### src/rtl/fpr_cdb_arbiter_pkg.sv
// Shared FP CDB definitions: broadcast struct, ROB tag width, ring depth,
// per-unit pipeline latencies and the round-robin rank helper.
package fpr_cdb_arbiter_pkg;

  localparam int ROB_WIDTH       = 6;
  localparam int FPR_CDB_MAX_LAT = 16;

  localparam int FADD_LAT  = 3;
  localparam int FMUL_LAT  = 4;
  localparam int FDIV_LAT  = 12;
  localparam int FSQRT_LAT = 15;

  typedef struct packed {
    logic                 valid;
    logic [ROB_WIDTH-1:0] tag;
    logic [31:0]          data;
  } cdb_t;

  // Position of requester idx in the rotation that starts at ptr (0 = highest priority).
  function automatic int rr_rank(input int idx, input int ptr, input int n);
    return (idx >= ptr) ? (idx - ptr) : (idx + n - ptr);
  endfunction

endpackage

### src/rtl/cdb_slot_ring.sv
// Reservation ring for the FP CDB. Entry k describes the broadcast due k
// cycles from now; the MSB of every entry is its busy flag. Each cycle the
// ring shifts toward entry 0, the top refills idle, and granted requests are
// written into the post-shift positions. Callers guarantee distinct indices.
module cdb_slot_ring
  import fpr_cdb_arbiter_pkg::*;
#(
  parameter int DEPTH = FPR_CDB_MAX_LAT,
  parameter int N_INS = 4,
  parameter int W     = 8,
  parameter int IDX_W = $clog2(DEPTH)
) (
  input  logic                        clk,
  input  logic                        reset,
  input  logic [N_INS-1:0]            i_ins_valid,
  input  logic [N_INS-1:0][IDX_W-1:0] i_ins_idx,
  input  logic [N_INS-1:0][W-1:0]     i_ins_entry,
  output logic [DEPTH-1:0]            o_busy,
  output logic [W-1:0]                o_head
);

  logic [W-1:0] r_slot      [DEPTH];
  logic [W-1:0] w_slot_next [DEPTH];

  // Shift down one place, refill the top with idle, then drop in this cycle's grants.
  always_comb begin
    for (int k = 0; k < DEPTH - 1; k++) begin
      w_slot_next[k] = r_slot[k+1];
    end
    w_slot_next[DEPTH-1] = '0;
    for (int p = 0; p < N_INS; p++) begin
      if (i_ins_valid[p]) begin
        w_slot_next[i_ins_idx[p]] = i_ins_entry[p];
      end
    end
  end

  // Ring state; reset drops every reservation.
  always_ff @(posedge clk) begin
    if (reset) begin
      for (int k = 0; k < DEPTH; k++) begin
        r_slot[k] <= '0;
      end
    end else begin
      for (int k = 0; k < DEPTH; k++) begin
        r_slot[k] <= w_slot_next[k];
      end
    end
  end

  generate
    for (genvar gi = 0; gi < DEPTH; gi++) begin : g_busy
      assign o_busy[gi] = r_slot[gi][W-1];
    end
  endgenerate

  assign o_head = r_slot[0];

endmodule

### src/rtl/fpr_cdb_arbiter.sv
// FP register CDB arbiter. Each unit requests a broadcast slot at its own
// pipeline latency; a grant reserves the ring entry that reaches the head
// exactly L cycles later. Several grants per cycle are fine as long as their
// latencies differ. The CDB is driven directly from the ring head.
// Optional feature macro: FPR_CDB_ARB_RR_EN selects round-robin resolution of
// same-latency conflicts; without it the lower index wins.
module fpr_cdb_arbiter
  import fpr_cdb_arbiter_pkg::*;
#(
  parameter int N_REQ     = 4,
  parameter int MAX_LAT   = FPR_CDB_MAX_LAT,
  parameter int LAT_WIDTH = $clog2(MAX_LAT)
) (
  input  logic                                clk,
  input  logic                                reset,
  input  logic [N_REQ-1:0]                    req_valid,
  input  logic [N_REQ-1:0][LAT_WIDTH-1:0]     req_lat,
  input  logic [N_REQ-1:0][ROB_WIDTH-1:0]     req_tag,
  output logic [N_REQ-1:0]                    req_ready,
  input  logic [N_REQ-1:0][31:0]              result,
  output cdb_t                                fpr_cdb,
  output logic [N_REQ-1:0]                    cdb_src
);

  localparam int SRC_W = (N_REQ > 1) ? $clog2(N_REQ) : 1;

  typedef struct packed {
    logic                 busy;
    logic [SRC_W-1:0]     src;
    logic [ROB_WIDTH-1:0] tag;
  } cdb_slot_t;

  logic [MAX_LAT-1:0]              w_busy;
  cdb_slot_t                       w_head;
  logic [N_REQ-1:0]                w_lat_ok;
  logic [N_REQ-1:0]                w_cand;
  logic [N_REQ-1:0]                w_grant;
  logic [N_REQ-1:0][LAT_WIDTH-1:0] w_ins_idx;
  cdb_slot_t [N_REQ-1:0]           w_ins_entry;

`ifdef FPR_CDB_ARB_RR_EN
  logic [SRC_W-1:0] r_rr_ptr;
  logic [SRC_W-1:0] w_rr_ptr_next;
  logic [N_REQ-1:0] w_contested;
`endif

  // A request is a candidate when its latency is legal and its target slot is still free.
  // The grant lands at post-shift index L-1, which is pre-shift index L.
  generate
    for (genvar gi = 0; gi < N_REQ; gi++) begin : g_req
      assign w_lat_ok[gi]    = (req_lat[gi] != '0) && (int'(req_lat[gi]) < MAX_LAT);
      assign w_cand[gi]      = req_valid[gi] && w_lat_ok[gi] && !w_busy[req_lat[gi]];
      assign w_ins_idx[gi]   = req_lat[gi] - LAT_WIDTH'(1);
      assign w_ins_entry[gi] = '{busy: 1'b1, src: SRC_W'(gi), tag: req_tag[gi]};
    end
  endgenerate

  // Grant each candidate unless a higher-priority candidate targets the same latency.
  always_comb begin
    w_grant = '0;
`ifdef FPR_CDB_ARB_RR_EN
    w_contested = '0;
`endif
    for (int i = 0; i < N_REQ; i++) begin
      w_grant[i] = w_cand[i];
      for (int j = 0; j < N_REQ; j++) begin
        if (j != i && w_cand[j] && req_lat[j] == req_lat[i]) begin
`ifdef FPR_CDB_ARB_RR_EN
          w_contested[i] = 1'b1;
          if (rr_rank(j, int'(r_rr_ptr), N_REQ) < rr_rank(i, int'(r_rr_ptr), N_REQ)) begin
            w_grant[i] = 1'b0;
          end
`else
          if (j < i) begin
            w_grant[i] = 1'b0;
          end
`endif
        end
      end
    end
  end

`ifdef FPR_CDB_ARB_RR_EN
  // The contested winner closest to the pointer moves the pointer just past itself.
  always_comb begin
    int   idx;
    logic found;
    w_rr_ptr_next = r_rr_ptr;
    found         = 1'b0;
    idx           = 0;
    for (int k = 0; k < N_REQ; k++) begin
      idx = (int'(r_rr_ptr) + k) % N_REQ;
      if (!found && w_grant[idx] && w_contested[idx]) begin
        found         = 1'b1;
        w_rr_ptr_next = SRC_W'((idx + 1) % N_REQ);
      end
    end
  end

  // Round-robin pointer register.
  always_ff @(posedge clk) begin
    if (reset) begin
      r_rr_ptr <= '0;
    end else begin
      r_rr_ptr <= w_rr_ptr_next;
    end
  end
`endif

  cdb_slot_ring #(
    .DEPTH (MAX_LAT),
    .N_INS (N_REQ),
    .W     ($bits(cdb_slot_t)),
    .IDX_W (LAT_WIDTH)
  ) u_ring (
    .clk         (clk),
    .reset       (reset),
    .i_ins_valid (w_grant),
    .i_ins_idx   (w_ins_idx),
    .i_ins_entry (w_ins_entry),
    .o_busy      (w_busy),
    .o_head      (w_head)
  );

  assign req_ready = reset ? '0 : w_grant;

  // Drive the CDB straight from the ring head; muted while reset is held.
  always_comb begin
    fpr_cdb.valid = w_head.busy && !reset;
    fpr_cdb.tag   = w_head.tag;
    fpr_cdb.data  = result[w_head.src];
    cdb_src       = '0;
    if (fpr_cdb.valid) begin
      cdb_src[w_head.src] = 1'b1;
    end
  end

  // A unit asking with latency 0 or >= MAX_LAT is a dispatch bug; it is never granted.
  a_legal_lat: assert property (@(posedge clk) disable iff (reset)
                                ((req_valid & ~w_lat_ok) == '0));

endmodule

### config.mk
export PLATFORM = sky130hd
export DESIGN_NAME = fpr_cdb_arbiter
export DESIGN_NICKNAME = d
export VERILOG_FILES = /design/src/rtl/fpr_cdb_arbiter_pkg.sv /design/src/rtl/cdb_slot_ring.sv /design/src/rtl/fpr_cdb_arbiter.sv
export SDC_FILE = /design/constraint.sdc
export NUM_CORES = 1
export LEC_CHECK = 0
export CORE_MARGIN = 5
export CORE_UTILIZATION = 45
export DETAILED_ROUTE_END_ITERATION = 10
export GPL_TIMING_DRIVEN = 1
export PLACE_DENSITY_LB_ADDON = 0.3
export SLEW_MARGIN = 20
export SYNTH_ARGS = -nofsm -noshare
export SYNTH_HDL_FRONTEND = slang
export SYNTH_SLANG_ARGS = --single-unit
### constraint.sdc
create_clock -name clk -period 3.6 [get_ports clk]
set_input_delay 0.72 -clock clk [delete_from_list [all_inputs] [get_ports clk]]
set_output_delay 0.72 -clock clk [all_outputs]
set_load 0.03 [all_outputs]
==> results by group, run 1 <==
Timing
  • FMAX: 284 MHz
  • Final Setup Violations: 0
  • Tmin final: 3.53 ns
  • Tcrit/Tclk final: 0.979
  • RSZ-0062 raised after global routing: yes
  • Rel. slew slack: 0.273
  • Final hold vios: 0
  • Worst-Margin Slew: 1.09 ns
  • Max-slew violation count: 0
  • WHS: 0.468 ns
  • Worst Skew: 0.0117 ns

CTS
  • Clock Latency Late Sink: 0.44 ns
  • # hold bufs at CTS: 0
  • Total CTS buffers: 17
  • Clock Tree Buf Depth: 2
  • Clock-pin transition on the worst setup and hold timing paths: 0.06 ns
  • CTS tree: built
  • Clk sinks: 144
  • Htree depth: 4
  • CTS root buf: clkbuf_16

Floorplanning
  • Die ar.: 27000 um^2
  • Row count: 56
  • Die width: 164 um
  • Starting Density: 0.457
  • Core Footprint: 23500 um^2
  • Die H: 164 um
  • Io pins: 221

Logic synthesis
  • Register area share after synthesis: 0.269
  • Post-Synth Adder-Cell Area: 0
  • Yosys warns: 0
  • Xor and xnor fraction of the mapped netlist area: 0.0196
  • Synth Area in Simple Gates: 0.210
  • Main combinational cell family by area after synthesis: compound AO/OA/AOI/OAI gates
  • Post-Syn Area: 10700 um^2
  • Synth top area share: 0.269
  • Unique masters post-synth: 69
  • Mux share of post-synthesis cell area: 0.183
  • Flop and latch count out of synthesis: 144
  • Cells after Synth: 1257
  • Number of synthesized flops with an enable pin: 0
  • Avg Cell Area, Syn: 8.54 um^2
  • Synth async-reset ratio: 0
  • Dominant cells by area after synthesis: dfxtp_1 (27%), mux2i_1 (10%), mux4_2 (7.6%)
  • Compound-gate portion of the synthesized area: 0.248
  • Top cell type by total area after synthesis: dfxtp_1
  • Post-synth top flop: dfxtp_1

Cells and area
  • Largest regs: u_ring.r_slot x144
  • Area growth from synthesis to layout: 35.9%
  • Ant diodes: 0
  • Commonest non-fill, non-tap cell in the layout: clkdlybuf4s50_1
  • Fin cells: 1840
  • Most frequent cells in the layout: clkdlybuf4s50_1 (211), dfxtp_1 (143), buf_4 (139)
  • Max reg flops: 144
  • Final net count: 1682
  • Most flops, register: u_ring.r_slot
  • Ratio of cells with drive above 1 in the final layout: 0.181
  • Fillers: 1995
  • FF+latch area: 2880 um^2
  • Area of the multi-input gates: 7190 um^2

Setup path
  • CP max FO: 4
  • Cells on worst reg2reg path: 9
  • CP bufs+invs: 2
  • CP max-delay cell: clkdlybuf4s50_1
  • WP data required: 2.88 ns
  • CP top delay family: compound AO/OA/AOI/OAI gates
  • Max incr delay on CP: 0.55 ns
  • Kind of critical path: input pin to output pin
  • Worst setup EP type: output pin
  • Startpoint Class: input pin
  • Crit path cell chain: clkdlybuf4s50_1, mux2_1, a221oi_1, o2111ai_1, a32oi_4, nand3_2, nor2_1, buf_4
  • Critical path arrival: 2.81 ns
  • Critical path depth: 8

Route
  • Residual DRC count: 0
  • Average wire per standard cell: 24.6 um
  • DR pass1 iterations: 5
  • DRT iter0 DRCs: 1352
  • Remaining antenna violation count after routing: 0
  • Via count: 11700
  • Vias/cell: 6.39
  • WL final: 45200 um

Min path
  • Hold Crit Depth: 2
  • Hold Path Class: register to register

Global route
  • GRT Total Usage: 0.323
  • Grt total ovfl: 0
  • Initial antenna violation count: 0
  • Vias in the first global route: 11400
  • First-pass GRT wire length: 67200 um
  • Largest net degree at the start of global routing: 141

Power
  • VDD IR max: 0.000275 V
  • Leak: 5.50 nW
  • PwrDens: 325 nW/um^2

Placement
  • Post-DP HPWL: 32400 um
  • Port Buffers: 220
  • Inst Count DP: 1805
  • Global placement routability congestion: 1.03

Run status
  • Status: completed

Run
  • Max Cap Viol: 0
final timing paths:
kind,startpoint,end,slack (ns)
worst max-delay path,req_lat[12],req_ready[3],0.07
worst min-delay path,u_ring.r_slot[0][16],u_ring.r_slot[0][7],0.47
worst min register to register,u_ring.r_slot[0][16],u_ring.r_slot[0][7],0.47
worst max register to register,u_ring.r_slot[1][62],u_ring.r_slot[0][56],0.47
power by group:
group / switching (mW) / total (mW) / internal, mW
registers: 0.0620 / 1.74 / 1.68
logic: 0.634 / 1.21 / 0.580
clock network: 0.752 / 1.79 / 1.04
total: 1.45 / 4.75 / 3.30
worst register-to-register path: cells and delay by family (launching register included):
family	cells	cell delay (ns)
and+or+nand+nor	3	0.72
buffers and inverters	2	0.35
DFF	1	0.41
AOI/OAI and AO/OA	3	0.97
muxes	1	0.52
synthesized netlist by cell type (5+ instances only):
master / n
a211o_1: 7
a211oi_1: 8
a21o_1: 16
a21oi_1: 27
a311oi_1: 79
a311oi_2: 5
a31oi_1: 24
and2_1: 5
and4_1: 5
buf_2: 35
buf_4: 18
buf_6: 7
clkbuf_1: 78
dfxtp_1: 144
inv_1: 10
mux2i_1: 111
mux4_2: 36
nand2_1: 119
nand2b_1: 31
nand3_1: 23
nand3b_1: 5
nand4_1: 17
nand4_2: 8
nor2_1: 115
nor2b_1: 19
nor3_1: 14
nor3_4: 12
nor3b_1: 5
nor4_1: 5
o211ai_1: 79
o21ai_0: 87
o32ai_1: 6
or3_1: 13
or4_1: 6
xnor2_1: 8
xor2_1: 16
final cells by class:
cell class,instances,area share
clock inverters,13,0.00944
inverters,10,0.00257
well taps,319,0.0274
repair buffers,369,0.239
flip-flops and latches,144,0.198
clock buffers,19,0.0304
multi-input cells,966,0.493
through the flow:
stage               instance area (um^2)  worst slack, ns   util  setup TNS (ns)  total power, mW
detailed placement                 13900           -0.157  0.593          -0.443             2.95
global placement                   13900           -0.138  0.593          -0.269             2.93
finish                             14600           0.0742  0.621               0             4.75
CTS                                14500          0.00202  0.618               0             4.70
global route                       14600          -0.0354  0.621         -0.0354             4.88
floorplan                          10800            0.233      -               0             2.38
routing by layer:
metal,global-route usage,share of wire,vias to the layer above
met4,0.155,0.051,0
met2,0.500,0.45,729
met1,0.428,0.39,5589
li1,-,-,5255
met5,0,0,-
met3,0.0716,0.12,176
kinds of logic (layout without fill, tap and decap cells):
family	after synthesis	in the layout
compound gates	363	363
buf+inv	155	411
xor+xnor	24	24
mux	151	151
other cells	1	9
flops	144	144
simple gates	419	419
repair_timing:
action / in CTS / in global routing
buffers inserted: 1 / 2
pin swaps: 2 / 3
endpoints found under the setup margin: 2 / 3
gates resized for setup: 3 / 12
Note: power is estimated with default switching activity, not from simulation.
==> run 2: changes to the inputs <==
--- a/config.mk
+++ b/config.mk
@@ -5,8 +5,10 @@
 export SDC_FILE = /design/constraint.sdc
 export NUM_CORES = 1
 export LEC_CHECK = 0
+export CORE_ASPECT_RATIO = 1.1
 export CORE_MARGIN = 5
-export CORE_UTILIZATION = 45
+export CORE_UTILIZATION = 52
+export CTS_CLUSTER_DIAMETER = 120
 export DETAILED_ROUTE_END_ITERATION = 10
 export GPL_TIMING_DRIVEN = 1
 export PLACE_DENSITY_LB_ADDON = 0.3
==> results by group, run 2 (same netlist as run 1, synthesis figures left out) <==
Setup path
  • Worst setup EP type: output pin
  • Flop2flop setup slack: 0.72 ns
  • Kind of critical path: input pin to output pin
  • Max incr delay on CP: 0.57 ns
  • Cells on worst reg2reg path: 9
  • Crit path cell chain: clkdlybuf4s50_1, mux2_1, a221oi_2, o2111ai_2, a32oi_4, nand3_2, nor2_4, buf_4
  • Critical path arrival: 2.85 ns
  • Worst r2r dst: u_ring.r_slot[0][27]
  • Reg-to-reg startpoint: u_ring.r_slot[0][44]
  • WP data required: 2.88 ns
  • CP max-delay cell: clkdlybuf4s50_1
  • Startpoint Class: input pin
  • CP max FO: 3

Global route
  • Grt met3 use: 0.0900
  • GRT Total Usage: 0.363
  • Initial antenna violation count: 2
  • Grt met1 use: 0.446
  • First-pass GRT wire length: 67200 um
  • Layer with the highest usage: met2
  • GRT met2 Usage: 0.573
  • Largest net degree at the start of global routing: 81
  • Grt total ovfl: 0
  • Vias in the first global route: 11500

Placement
  • Post-DP HPWL: 30700 um
  • Port Buffers: 220
  • Setup WS pre-CTS: -0.0832 ns
  • DP Area: 13600 um^2
  • Global placement routability congestion: 1.03
  • Inst Count DP: 1719

Floorplanning
  • Starting Density: 0.525
  • Die H: 161 um
  • Io pins: 221
  • Row count: 55
  • Core Footprint: 20400 um^2
  • Die width: 147 um
  • Die ar.: 23600 um^2

Cells and area
  • Design area: 14300 um^2
  • Fin cells: 1753
  • Layout Utilization: 0.701
  • Max reg flops: 144
  • Largest regs: u_ring.r_slot x144
  • Area of the multi-input gates: 7200 um^2
  • FF+latch area: 2880 um^2
  • Most flops, register: u_ring.r_slot
  • Area growth from synthesis to layout: 33.4%
  • Commonest non-fill, non-tap cell in the layout: clkdlybuf4s50_1
  • Most frequent cells in the layout: clkdlybuf4s50_1 (214), dfxtp_1 (143), nand2_1 (119)
  • Fillers: 1559
  • Final net count: 1656
  • Ratio of cells with drive above 1 in the final layout: 0.167

Power
  • PwrDens: 334 nW/um^2
  • VDD IR max: 0.000334 V
  • Leak: 5.37 nW

Timing
  • Rel. slew slack: 0.331
  • Tcrit/Tclk final: 0.991
  • Max-slew violation count: 0
  • Worst-Margin Slew: 1.00 ns
  • Final Setup Violations: 0
  • FMAX: 280 MHz
  • Worst setup margin: 0.0309 ns
  • Setup TNS: 0 ns
  • Tmin final: 3.57 ns
  • Final hold vios: 0
  • Worst Skew: 0.00951 ns

Min path
  • Hold Path Class: register to register
  • WHS Endpoint: u_ring.r_slot[0][7]
  • Hold Startpoint: u_ring.r_slot[0][16]
  • Hold Crit Depth: 2

Route
  • Vias/cell: 6.77
  • Average wire per standard cell: 25.3 um
  • Via count: 11900
  • DRT iter0 DRCs: 1433
  • WL final: 44300 um
  • DR pass1 iterations: 5
  • Remaining antenna violation count after routing: 0
  • Residual DRC count: 0

CTS
  • CTS tree: built
  • Post-CTS setup buffer count: 0
  • Clock Tree Buf Depth: 2
  • Total CTS buffers: 17
  • Clock-pin transition on the worst setup and hold timing paths: 0.06 ns
  • Htree depth: 4
  • CTS root buf: clkbuf_16
  • Clk sinks: 144
  • Clock Latency Late Sink: 0.43 ns

Run
  • Max Cap Viol: 0

Run status
  • Status: completed
[run 2: critical path: cells and delay by family]
family / cells / cell delay, ns
buffers and inverters: 2 / 0.75
muxes: 1 / 0.37
and+or+nand+nor: 2 / 0.27
AOI/OAI and AO/OA: 3 / 0.74
[run 2: worst max path at each step]
stage | from | slack (ns) | depth (start not counted) | to
2_1_floorplan | req_lat[12] | 0.23 | 8 | req_ready[3]
3_5_place_dp | req_lat[1] | -0.08 | 10 | req_ready[3]
6_report | req_lat[12] | 0.03 | 8 | req_ready[3]
4_1_cts | req_lat[12] | 0.007 | 8 | req_ready[3]
3_3_place_gp | req_lat[1] | -0.07 | 10 | req_ready[3]
5_1_grt | req_lat[12] | -0.01 | 8 | req_ready[3]
[run 2: where the power goes]
part | total (mW) | internal (mW) | switching, mW
clock | 1.84 | 1.10 | 0.743
combinational | 1.20 | 0.561 | 0.637
sequential | 1.74 | 1.68 | 0.0572
total | 4.78 | 3.34 | 1.44
[run 2: timing repair]
action,4_1_cts,5_1_grt
setup endpoints to repair,1,3
hold buffers,0,0
resized for setup,3,10
[run 2: layer usage]
layer | vias up | wire [um]
met1 | 5510 | 15600
met4 | 0 | 3070
met2 | 905 | 19900
met5 | - | 0
met3 | 246 | 5730
li1 | 5208 | -
[run 2: stage by stage]
stage,hold slack (ns),power (mW)
3_5_place_dp,0.449,2.92
2_1_floorplan,0.433,2.38
5_1_grt,0.481,4.93
3_3_place_gp,0.454,2.91
4_1_cts,0.461,4.74
6_report,0.469,4.78
[run 2: final cells by class]
type,count,share of cell area
Antenna cell,2,0.000349
Clock buffer,18,0.0300
Clock inverter,14,0.0125
Inverter,10,0.00262
Multi-Input combinational cell,966,0.503
Sequential cell,144,0.201
Tap cell,256,0.0224
Timing Repair Buffer,343,0.228
